File: config.mk
export PLATFORM = sky130hd
export DESIGN_NAME = serial_subtractor
export DESIGN_NICKNAME = d
export VERILOG_FILES = /design/src/rtl/serial_subtractor.sv
export SDC_FILE = /design/constraint.sdc
export NUM_CORES = 1
export LEC_CHECK = 0
export CORE_MARGIN = 2
export CORE_UTILIZATION = 45
export CTS_CLUSTER_DIAMETER = 150
export DETAILED_ROUTE_END_ITERATION = 10
export GPL_TIMING_DRIVEN = 0
export PLACE_DENSITY = 0.75
export SLEW_MARGIN = 30
export SYNTH_ARGS = -nofsm -noshare
export SYNTH_HDL_FRONTEND = slang
export SYNTH_SLANG_ARGS = --single-unit
File: constraint.sdc
create_clock -name CLK -period 1.25 [get_ports CLK]
set_clock_uncertainty 0.05 [all_clocks]
set_input_delay 0.125 -clock CLK [delete_from_list [all_inputs] [get_ports CLK]]
set_output_delay 0.125 -clock CLK [all_outputs]
set_load 0.005 [all_outputs]
File: src/rtl/serial_subtractor.sv
// -----------------------------------------------------------------------------
// serial_subtractor
//   Bit-serial unsigned subtractor. A request loads both operands and a
//   borrow-in, then one bit per clock is pushed through a one-bit full
//   subtractor, LSB first. After WIDTH shift cycles the block enters FIN. It
//   pulses DONE for one cycle there and then returns to IDLE.
//
// Parameters
//   WIDTH        operand/result width in bits (2..32)
//
// Ports
//   CLK          in   rising-edge clock
//   RST_N        in   asynchronous active-low reset
//   START        in   request, sampled only while IDLE
//   A            in   minuend (unsigned, WIDTH bits)
//   B            in   subtrahend (unsigned, WIDTH bits)
//   BI           in   borrow-in
//   BUSY         out  high whenever the FSM is not IDLE
//   DONE         out  one-cycle completion strobe (state FIN)
//   D            out  A - B - BI mod 2^WIDTH, valid from DONE onward
//   BO           out  final borrow-out, 1 iff A < B + BI
//   dbg_state_o  out  current FSM state encoding (0 IDLE, 1 SHIFT, 2 FIN)
//
// Handshake: START is a level request. It is accepted on any rising edge
// where the FSM is IDLE and START=1. While BUSY=1, START is ignored and is
// not queued. DONE is a single-cycle strobe with no acknowledge. D and BO
// hold their values from DONE until shifting of the next accepted operation
// begins.
// -----------------------------------------------------------------------------
module serial_subtractor #(
  parameter int WIDTH = 8
) (
  input  logic             CLK,
  input  logic             RST_N,
  input  logic             START,
  input  logic [WIDTH-1:0] A,
  input  logic [WIDTH-1:0] B,
  input  logic             BI,
  output logic             BUSY,
  output logic             DONE,
  output logic [WIDTH-1:0] D,
  output logic             BO,
  output logic [1:0]       dbg_state_o
);

  localparam int CW = $clog2(WIDTH + 1);
  localparam logic [CW-1:0] LAST_BIT = CW'(WIDTH - 1);

  typedef enum logic [1:0] {
    IDLE  = 2'd0,
    SHIFT = 2'd1,
    FIN   = 2'd2
  } state_t;

  state_t           state_q;
  logic [WIDTH-1:0] a_q;
  logic [WIDTH-1:0] b_q;
  logic [WIDTH-1:0] d_q;
  logic             bor_q;    // running borrow between bit positions
  logic             bo_q;     // published borrow-out, updated only at the end
  logic             busy_q;
  logic             done_q;
  logic [CW-1:0]    cnt_q;

  // One-bit full subtractor on the current LSBs of the operand shifters.
  logic bit_a;
  logic bit_b;
  logic diff_bit_d;
  logic bor_d;

  assign bit_a      = a_q[0];
  assign bit_b      = b_q[0];
  assign diff_bit_d = bit_a ^ bit_b ^ bor_q;
  assign bor_d      = (~bit_a & bit_b) | (~(bit_a ^ bit_b) & bor_q);

  // The running borrow and the published BO are separate registers. Loading
  // BI at the start edge must not disturb the previous result on BO.
  always_ff @(posedge CLK or negedge RST_N) begin
    if (!RST_N) begin
      state_q <= IDLE;
      a_q     <= '0;
      b_q     <= '0;
      d_q     <= '0;
      bor_q   <= 1'b0;
      bo_q    <= 1'b0;
      busy_q  <= 1'b0;
      done_q  <= 1'b0;
      cnt_q   <= '0;
    end else begin
      case (state_q)
        IDLE: begin
          if (START) begin
            a_q     <= A;
            b_q     <= B;
            bor_q   <= BI;
            cnt_q   <= '0;
            busy_q  <= 1'b1;
            state_q <= SHIFT;
          end
        end

        SHIFT: begin
          a_q   <= {1'b0, a_q[WIDTH-1:1]};
          b_q   <= {1'b0, b_q[WIDTH-1:1]};
          bor_q <= bor_d;
          // Result enters at the MSB and moves right, so after WIDTH shifts
          // the first (LSB) difference bit sits at D[0].
          d_q   <= {diff_bit_d, d_q[WIDTH-1:1]};
          cnt_q <= cnt_q + CW'(1);
          if (cnt_q == LAST_BIT) begin
            bo_q    <= bor_d;
            done_q  <= 1'b1;
            state_q <= FIN;
          end
        end

        FIN: begin
          done_q  <= 1'b0;
          busy_q  <= 1'b0;
          state_q <= IDLE;
        end

        default: begin
          done_q  <= 1'b0;
          busy_q  <= 1'b0;
          state_q <= IDLE;
        end
      endcase
    end
  end

  assign BUSY        = busy_q;
  assign DONE        = done_q;
  assign D           = d_q;
  assign BO          = bo_q;
  assign dbg_state_o = state_q;

endmodule

-- After elaboration in Yosys (flattened, before gate mapping)
Cells that the tools add are included.
- output and inout bits: 13
- memory bits (read-only): 0
- latch bits: 0
- input bits: 20
- RAM bits: 0
- memories kept: 0
- register bits after elaboration: 34
- bitwise operators: 9
- equal/unequal tests: 4
- reduce and logical (&&, ||, !) cells: 7
- order comparisons: 0
- shift operators: 0
- $add $sub $neg: 1
- divide/modulo/power cells: 0
- $mul: 0
- multiplexer cells: 15
- operators with widths (kind ; number):
    case mux 8 bit (2 select lines) ; 2
    two-way mux 8 bit ; 2
    AND reduction 2 bit ; 5
    case mux 4 bit (2 select lines) ; 1
    case mux 1 bit (2 select lines) ; 3
    adder 4 x 1 -> 4 bit, second input constant ; 1
    == test 4 x 3 -> 1 bit, second input constant ; 1
    two-way mux 2 bit ; 2
    two-way mux 4 bit ; 1
    != test 2 bit, second input constant ; 2
    NOT 1 bit ; 4
    case mux 2 bit (2 select lines) ; 1
    two-way mux 1 bit ; 3
    bitwise AND 1 bit ; 2
    == test 2 x 1 -> 1 bit, second input constant ; 1
    zero test 2 bit ; 1
    nonzero test 2 bit ; 1
    XOR 1 bit ; 2
    OR 1 bit ; 1

-- Depth between registers and ports, before layout
- depth in word-level cells: 5
- depth in mapped cells: 5
- mapped depth without buffers: 4

-- Worst setup path after synthesis
No wires, ideal clock.
- path type: flip-flop to flip-flop
- start point: reg state_q[1] (netlist: dbg_state_o[1])
- end point: reg a_q[1]
- library setup time: 132 ps
- arrival: 1051 ps
- setup slack: 17 ps
- data required time: 1068 ps
- stages on the path, launching flop included: 6
- buffers on the path: 2
- period minus slack after synthesis: 1233 ps
- cell sequence: dfrtp_1 > buf_4 > o21bai_2 > buf_4 > nand2_1 > o21ai_1
- word-level cells in the longest chain between the ends: 3
- elaborated cells between the ends (all ways): 6
- those cells by class: eq/ne: 2; mux: 1; reduce/logical: 3
- ends and longest elaborated chain (what ; line ; RTL):
    start: declaration ; 55 ; state_t state_q;
    start signal: assignment ; 80 ; state_q <= IDLE;
    start signal: assignment ; 98 ; state_q <= SHIFT;
    start signal: assignment ; 113 ; state_q <= FIN;
    == test 2 x 1 -> 1 bit / zero test 2 bit (equally long branches) ; 90 ; case (state_q)
    nonzero test 2 bit (no line) / != test 2 bit (equally long branches) ; -- ;
    AND reduction 2 bit (no line) ; -- ;
    end signal: assignment ; 103 ; a_q <= {1'b0, a_q[WIDTH-1:1]};
    end: declaration ; 56 ; logic [WIDTH-1:0] a_q;
Several ways; a longest one is shown, not always the timed one.
A chain may end at the register's enable or synchronous reset.

-- Worst setup path after layout
- start point: reg state_q[0] (netlist: dbg_state_o[0])
- end point: reg b_q[6]
- word-level cells in the longest chain between the ends: 3
- elaborated cells between the ends (all ways): 6
- those cells by class: eq/ne: 2; mux: 1; reduce/logical: 3
- ends and longest elaborated chain (what ; line ; RTL):
    == test 2 x 1 -> 1 bit / zero test 2 bit (equally long branches) ; 90 ;
    nonzero test 2 bit (no line) / != test 2 bit (equally long branches) ; -- ;
    AND reduction 2 bit (no line) ; -- ;
    end signal: assignment ; 104 ; b_q <= {1'b0, b_q[WIDTH-1:1]};
    end: declaration ; 57 ; logic [WIDTH-1:0] b_q;
Several ways; a longest one is shown, not always the timed one.

==> reports/qor.csv <==
stage;metric;value;unit
run_status;outcome;complete, but fails checks;
run_status;failing checks;setup timing;
worst_setup_path;Crit-path slowest cell;dfrtp_2;
grt;gr ovfl total;0;
synthesis;post-synth top area share;0.555;
routing;vias;1302;
routing;final WL;3.49;mm
die;Core Rows;21;
grt;total track usage;0.187;
power;NetSw;1690;uW
timing;Slew Viols, Final;0;
synthesis;Seq cells post-synth;34;
synthesis;top cells by area, synth;dfrtp_1, nand2_1, a22oi_1, o21ai_1, nor2b_1;
synthesis;Post-Syn Instances;150;
worst_setup_path;CP arrival;1.48;ns
synthesis;post-synthesis sequential area ratio;0.555;
layout;filler instances;287;
worst_setup_path;cell repeated most along the worst path;buf_8;
grt;vias in the first global route;1263;
die;I/O pins;33;
routing;1st-iter DRT viols;31;
cts;Reg clk slew, reported paths;0.10;ns
synthesis;most frequent cell after synthesis;nand2_1;
power;Combinational Power Share;0.476;
routing;wire length per cell;13.7;um
grt;largest net degree at the start of global routing;22;
synthesis;number of flops mapped to enable cells by yosys;0;
worst_hold_path;Worst Hold Class;input pin to register;
placement;input/output buffers;31;
placement;placed cell areas;1920;um^2
power;Max VDD drop;0.926;mV
power;share of power burned in registers;0.395;
synthesis;syn avg cell area;10.2;um^2
worst_setup_path;WP buf/inv;4;
timing;WHS;0.126;ns
synthesis;top cells by count, synth;nand2_1, dfrtp_1, a22oi_1, o21ai_1, nor2b_1;
worst_setup_path;Crit path max-delay family;buffers and inverters;
die;Die X;62.4;um
cts;clk_lat worst skew;0.33;ns
timing;f_max;787;MHz
routing;DRC;0;
worst_setup_path;crit-path max FO;7;
power;Clock Power Share;0.128;
placement;HPWL Detailed;2.37;mm
synthesis;ys async rst share;1.00;
flow_run;# Max-Cap Violations;0;
worst_setup_path;Critical Path End Type;register;
synthesis;Post-Syn Nets;172;
timing;Slew HR;0.748;
routing;routed vias/inst;5.13;
worst_setup_path;path type of the worst setup path;register to register;
layout;Final #Nets;229;
layout;Final Util;0.674;
synthesis;synth warn;0;
layout;Syn-to-layout area delta;45.6;%
timing;final worst-path setup slack;-0.0208;ns
cts;CTS buffer count;5;
synthesis;largest area contributor in the netlist;dfrtp_1;
power;Leakage;0.00104;uW
die;die area;3890;um^2
synthesis;Cell variety after synth;26;
timing;Hold Vio Cnt, Final;0;
worst_setup_path;critical path required time;1.46;ns
power;power per cell area;2150;nW/um^2
timing;RSZ-0062 raised after global routing;true;
layout;fin area;2230;um^2
cts;CTS tree;done;
routing;TritonRoute pass-1 iters;6;
routing;final antenna-violating net count;0;
grt;initial antenna violation count;0;
synthesis;post-synthesis cell area;1530;um^2
die;die span in y;62.4;um
cts;H-tree Lvls;2;
power;Pint;3100;uW
timing;final setup TNS;-0.0707;ns
worst_setup_path;cells along the critical path;buf_6 -> buf_8 -> buf_8 -> buf_4 -> o21ai_1;
timing;Worst-Margin Slew;0.378;ns
synthesis;Post-synth top flop;dfrtp_1;
worst_setup_path;CP Launch Type;register;
cts;Max clock buf depth;2;
worst_setup_path;max incr delay on CP;0.46;ns
timing;period utilization;1.02;
layout;share of cells above drive strength 1;0.245;
cts;clk root buf;clkbuf_4;
die;core outline area;3310;um^2
timing;crit path time final;1.27;ns
grt;first-pass GRT wire length;5.71;mm
die;Starting Density;0.463;
power;Net Sw Frac;0.353;
layout;Antenna diodes;0;
placement;post-place setup slack;-0.113;ns
timing;count of final setup violators;5;
placement;gp weighted congestion;0.722;
cts;CTS sink count;34;
==> through the flow <==
step	total power [uW]	std cells
detailed placement	3710	228
finish	4800	254
CTS	4570	247
floorplan	2920	150
global route	5190	254
global placement	3580	227
==> kinds of logic (layout without fill, tap and decap cells) <==
logic type,count (synthesis),in the layout,synth area share
AOI/OAI and AO/OA,44,44,0.190
and+or+nand+nor,55,55,0.168
buffers and inverters,13,71,0.0522
muxes,2,2,0.0131
adders and majority gates,2,2,0.0212
DFF,34,34,0.555
==> final timing paths <==
path                            cells after the start  slack, ns                        from                    to
worst max-delay path                                5      -0.02  dbg_state_o[0]$_DFFE_PN0P_    b_q[6]$_DFFE_PN0P_
worst min-delay path                                4       0.13                       START    a_q[0]$_DFFE_PN0P_
worst max register to register                      5      -0.02  dbg_state_o[0]$_DFFE_PN0P_    b_q[6]$_DFFE_PN0P_
worst min register to register                      2       0.43            D[0]$_DFFE_PN0P_      D[0]$_DFFE_PN0P_
max in group asynchronous                           3       0.53                       RST_N  cnt_q[2]$_DFFE_PN0P_
min in group asynchronous                           2       0.19                       RST_N    b_q[1]$_DFFE_PN0P_
==> repair_timing <==
action,CTS,global route
pin swaps,1,4
setup buffers,9,5
endpoints found under the hold margin,34,0
gates resized for setup,38,13
hold buffers,1,0
setup endpoints to repair,38,30
gates cloned,1,2
==> cells in the final DEF, fill, tap and decap left out, drive strengths merged <==
| master | Yosys | layout |
|---|---|---|
| clkdlybuf4s50 | 0 | 17 |
| and2b | 1 | 1 |
| dlygate4sd2 | 0 | 13 |
| clkbuf | 1 | 9 |
| a2bb2oi | 3 | 3 |
| ha | 1 | 1 |
| dfrtp | 34 | 34 |
| fa | 1 | 1 |
| o21ai | 16 | 16 |
| and4b | 1 | 1 |
| clkinv | 0 | 1 |
| nor3 | 1 | 1 |
| nor2 | 5 | 5 |
| nand3 | 2 | 2 |
| a21oi | 5 | 5 |
| buf | 9 | 27 |
| mux2i | 2 | 2 |
| nand2 | 35 | 35 |
| nand2b | 2 | 2 |
| o311ai | 1 | 1 |
| nor2b | 8 | 8 |
| a22o | 4 | 4 |
| inv | 3 | 3 |
| dlygate4sd3 | 0 | 1 |
| a22oi | 14 | 14 |
| o21bai | 1 | 1 |
==> layer usage <==
layer	wire (um)	track usage	vias up
met2	1810	0.317	35
met3	141	0.0453	4
met1	1510	0.228	628
li1	-	-	635
met5	0	0	-
met4	30	0.0833	0
==> flip-flops by register name (all words and copies together), names as in the netlist, 2 cells and up <==
register,flops
a_q,8
D,8
b_q,8
cnt_q,4
dbg_state_o,2
==> worst register-to-register path, delay by kind of cell (launching register included) <==
| family | cells | cell delay [ns] |
|---|---|---|
| flops | 1 | 0.46 |
| compound gates | 1 | 0.14 |
| buf+inv | 4 | 0.54 |
==> power groups by stage <==
stage	clock network, uW	registers, uW	logic, uW
floorplan	0	1860	1060
global placement	0	1880	1690
detailed placement	0	1920	1790
CTS	635	1870	2060
global route	690	1950	2550
finish	616	1890	2280
==> layout make-up <==
type,instances,area [um^2],share of cell area
Buffer,10,110,0.0493
Clock buffer,7,55.1,0.0247
Clock inverter,1,5.00,0.00224
Inverter,3,11.3,0.00504
Multi-Input combinational cell,103,661,0.296
Sequential cell,34,852,0.382
Tap cell,46,57.6,0.0258
Timing Repair Buffer,50,480,0.215
Note: power is estimated with default switching activity, not from simulation.
==> variant: new RTL, same settings <==
Reset style: synchronous (`RST_N`), changed in one clocked block. Comments in the files are not updated.
--- a/src/rtl/serial_subtractor.sv
+++ b/src/rtl/serial_subtractor.sv
@@ -75,7 +75,7 @@
 
   // The running borrow and the published BO are separate registers. Loading
   // BI at the start edge must not disturb the previous result on BO.
-  always_ff @(posedge CLK or negedge RST_N) begin
+  always_ff @(posedge CLK) begin
     if (!RST_N) begin
       state_q <= IDLE;
       a_q     <= '0;
Behaviour: differs if RST_N is asserted again (counterexample within 4 cycles, from zero or initial values and one cycle with RST_N low); with RST_N held inactive, the same outputs for 10 cycles.
==> variant against the unedited design <==
The flow still finishes with violations (negative setup slack). Count of clock-buffer cells in the layout increased by 1. Setup slack got worse by 0.092 ns. Synthesized area decreased by 2.9%. Maximum frequency decreased by 6.7%. Sequential cell count unchanged. Wire length increased by 19%. Final area increased by 1.8%. Largest cell class is now multi-input gates.
Power is not compared: it rests on default switching activity, and its combinational part moved more than twofold at a synthesized area within 25%.
==> variant: results (changes against the unedited design) <==
<table>
<tr><th>Metric</th><th>Value</th></tr>
<tr><th colspan="2">Status</th></tr>
<tr><td>Outcome</td><td>finished with violations (unchanged)</td></tr>
<tr><td>Violations in the final reports</td><td>negative setup slack (unchanged)</td></tr>
<tr><th colspan="2">Layout</th></tr>
<tr><td>Sequential share of cell area</td><td>0.309 (was 0.382)</td></tr>
<tr><td>Clock buffer cells</td><td>8 (was 7)</td></tr>
<tr><td>Non-clock inverter count in the final layout</td><td>10 (was 3)</td></tr>
<tr><td>Net total in the final layout</td><td>242 (was 229)</td></tr>
<tr><td>Clock buffer and inverter area fraction after layout</td><td>0.0347 (was 0.0269)</td></tr>
<tr><td>Non-clock buffers, area share</td><td>0.237 (was 0.265)</td></tr>
<tr><td>Fraction of standard cell area in multi-input logic</td><td>0.378 (was 0.296)</td></tr>
<tr><td>Filler cell count in the final layout</td><td>239 (was 287)</td></tr>
<tr><th colspan="2">Synthesis</th></tr>
<tr><td>Average footprint of a synthesized cell</td><td>8.70 um^2 (was 10.2 um^2)</td></tr>
<tr><td>Ranking of synthesized cells by area</td><td>dfxtp_1 46%, o221a_2 8.3%, a21oi_1 7.1% (was dfrtp_1 56%, nand2_1 8.6%, a22oi_1 6.9%)</td></tr>
<tr><td>Top cells by count, synth</td><td>34 x dfxtp_1, 23 x nand2_1, 21 x a21oi_1 (was 35 x nand2_1, 34 x dfrtp_1, 14 x a22oi_1)</td></tr>
<tr><td>Register area share after synthesis</td><td>0.458 (was 0.555)</td></tr>
<tr><td>Post-synth net total</td><td>193 (was 172)</td></tr>
<tr><td>Yosys cell types</td><td>32 (was 26)</td></tr>
<tr><th colspan="2">Timing</th></tr>
<tr><td>Setup tns final</td><td>-0.365 ns (was -0.0707 ns)</td></tr>
<tr><td>Setup violation total in the final timing report</td><td>12 (was 5)</td></tr>
<tr><td>Final critical-path setup slack</td><td>-0.112 ns (was -0.0208 ns)</td></tr>
<tr><th colspan="2">Detailed routing</th></tr>
<tr><td>Drt total wl</td><td>4150 um (was 3490 um)</td></tr>
<tr><td>Met1 WL</td><td>1800 um (was 1510 um)</td></tr>
<tr><td>Detailed route wirelength on metal3</td><td>233 um (was 141 um)</td></tr>
<tr><th colspan="2">Worst setup path</th></tr>
<tr><td>Data arrival time of the critical path</td><td>1.54 ns (was 1.48 ns)</td></tr>
<tr><th colspan="2">CTS</th></tr>
<tr><td>Number of instances resized during post-cts repair</td><td>49 (was 38)</td></tr>
<tr><th colspan="2">Global routing</th></tr>
<tr><td>Routing usage on met1</td><td>0.279 (was 0.228)</td></tr>
<tr><td>Global-route wire length before repair</td><td>5890 um (was 5710 um)</td></tr>
</table>
[variant: changes by cell type after synthesis, moves of 6 or more]
cell	before	now
o21ai_1	11	0
nor2_1	5	19
a22oi_1	14	2
inv_1	3	9
a21oi_1	5	21
dfrtp_1	34	0
nand2_1	35	23
dfxtp_1	0	34
o221a_2	0	11
[variant: cells by family (layout without fill, tap and decap cells)]
logic type,count (synthesis),in the layout,share of synthesized area
simple gates,62,62,0.199
buf+inv,23,73,0.0740
fa+ha+maj,2,2,0.0219
compound gates,50,50,0.247
flops,34,34,0.458
[variant: path summary, 6_finish.rpt]
| check | startpoint | end | cells after the start |
|---|---|---|---|
| min | START | BUSY$_SDFFE_PN0P_ | 4 |
| min reg2reg | BUSY$_SDFFE_PN0P_ | BUSY$_SDFFE_PN0P_ | 2 |
| max | dbg_state_o[0]$_SDFFE_PN0P_ | cnt_q[0]$_SDFFE_PN0P_ | 5 |
| max reg2reg | dbg_state_o[0]$_SDFFE_PN0P_ | cnt_q[0]$_SDFFE_PN0P_ | 5 |
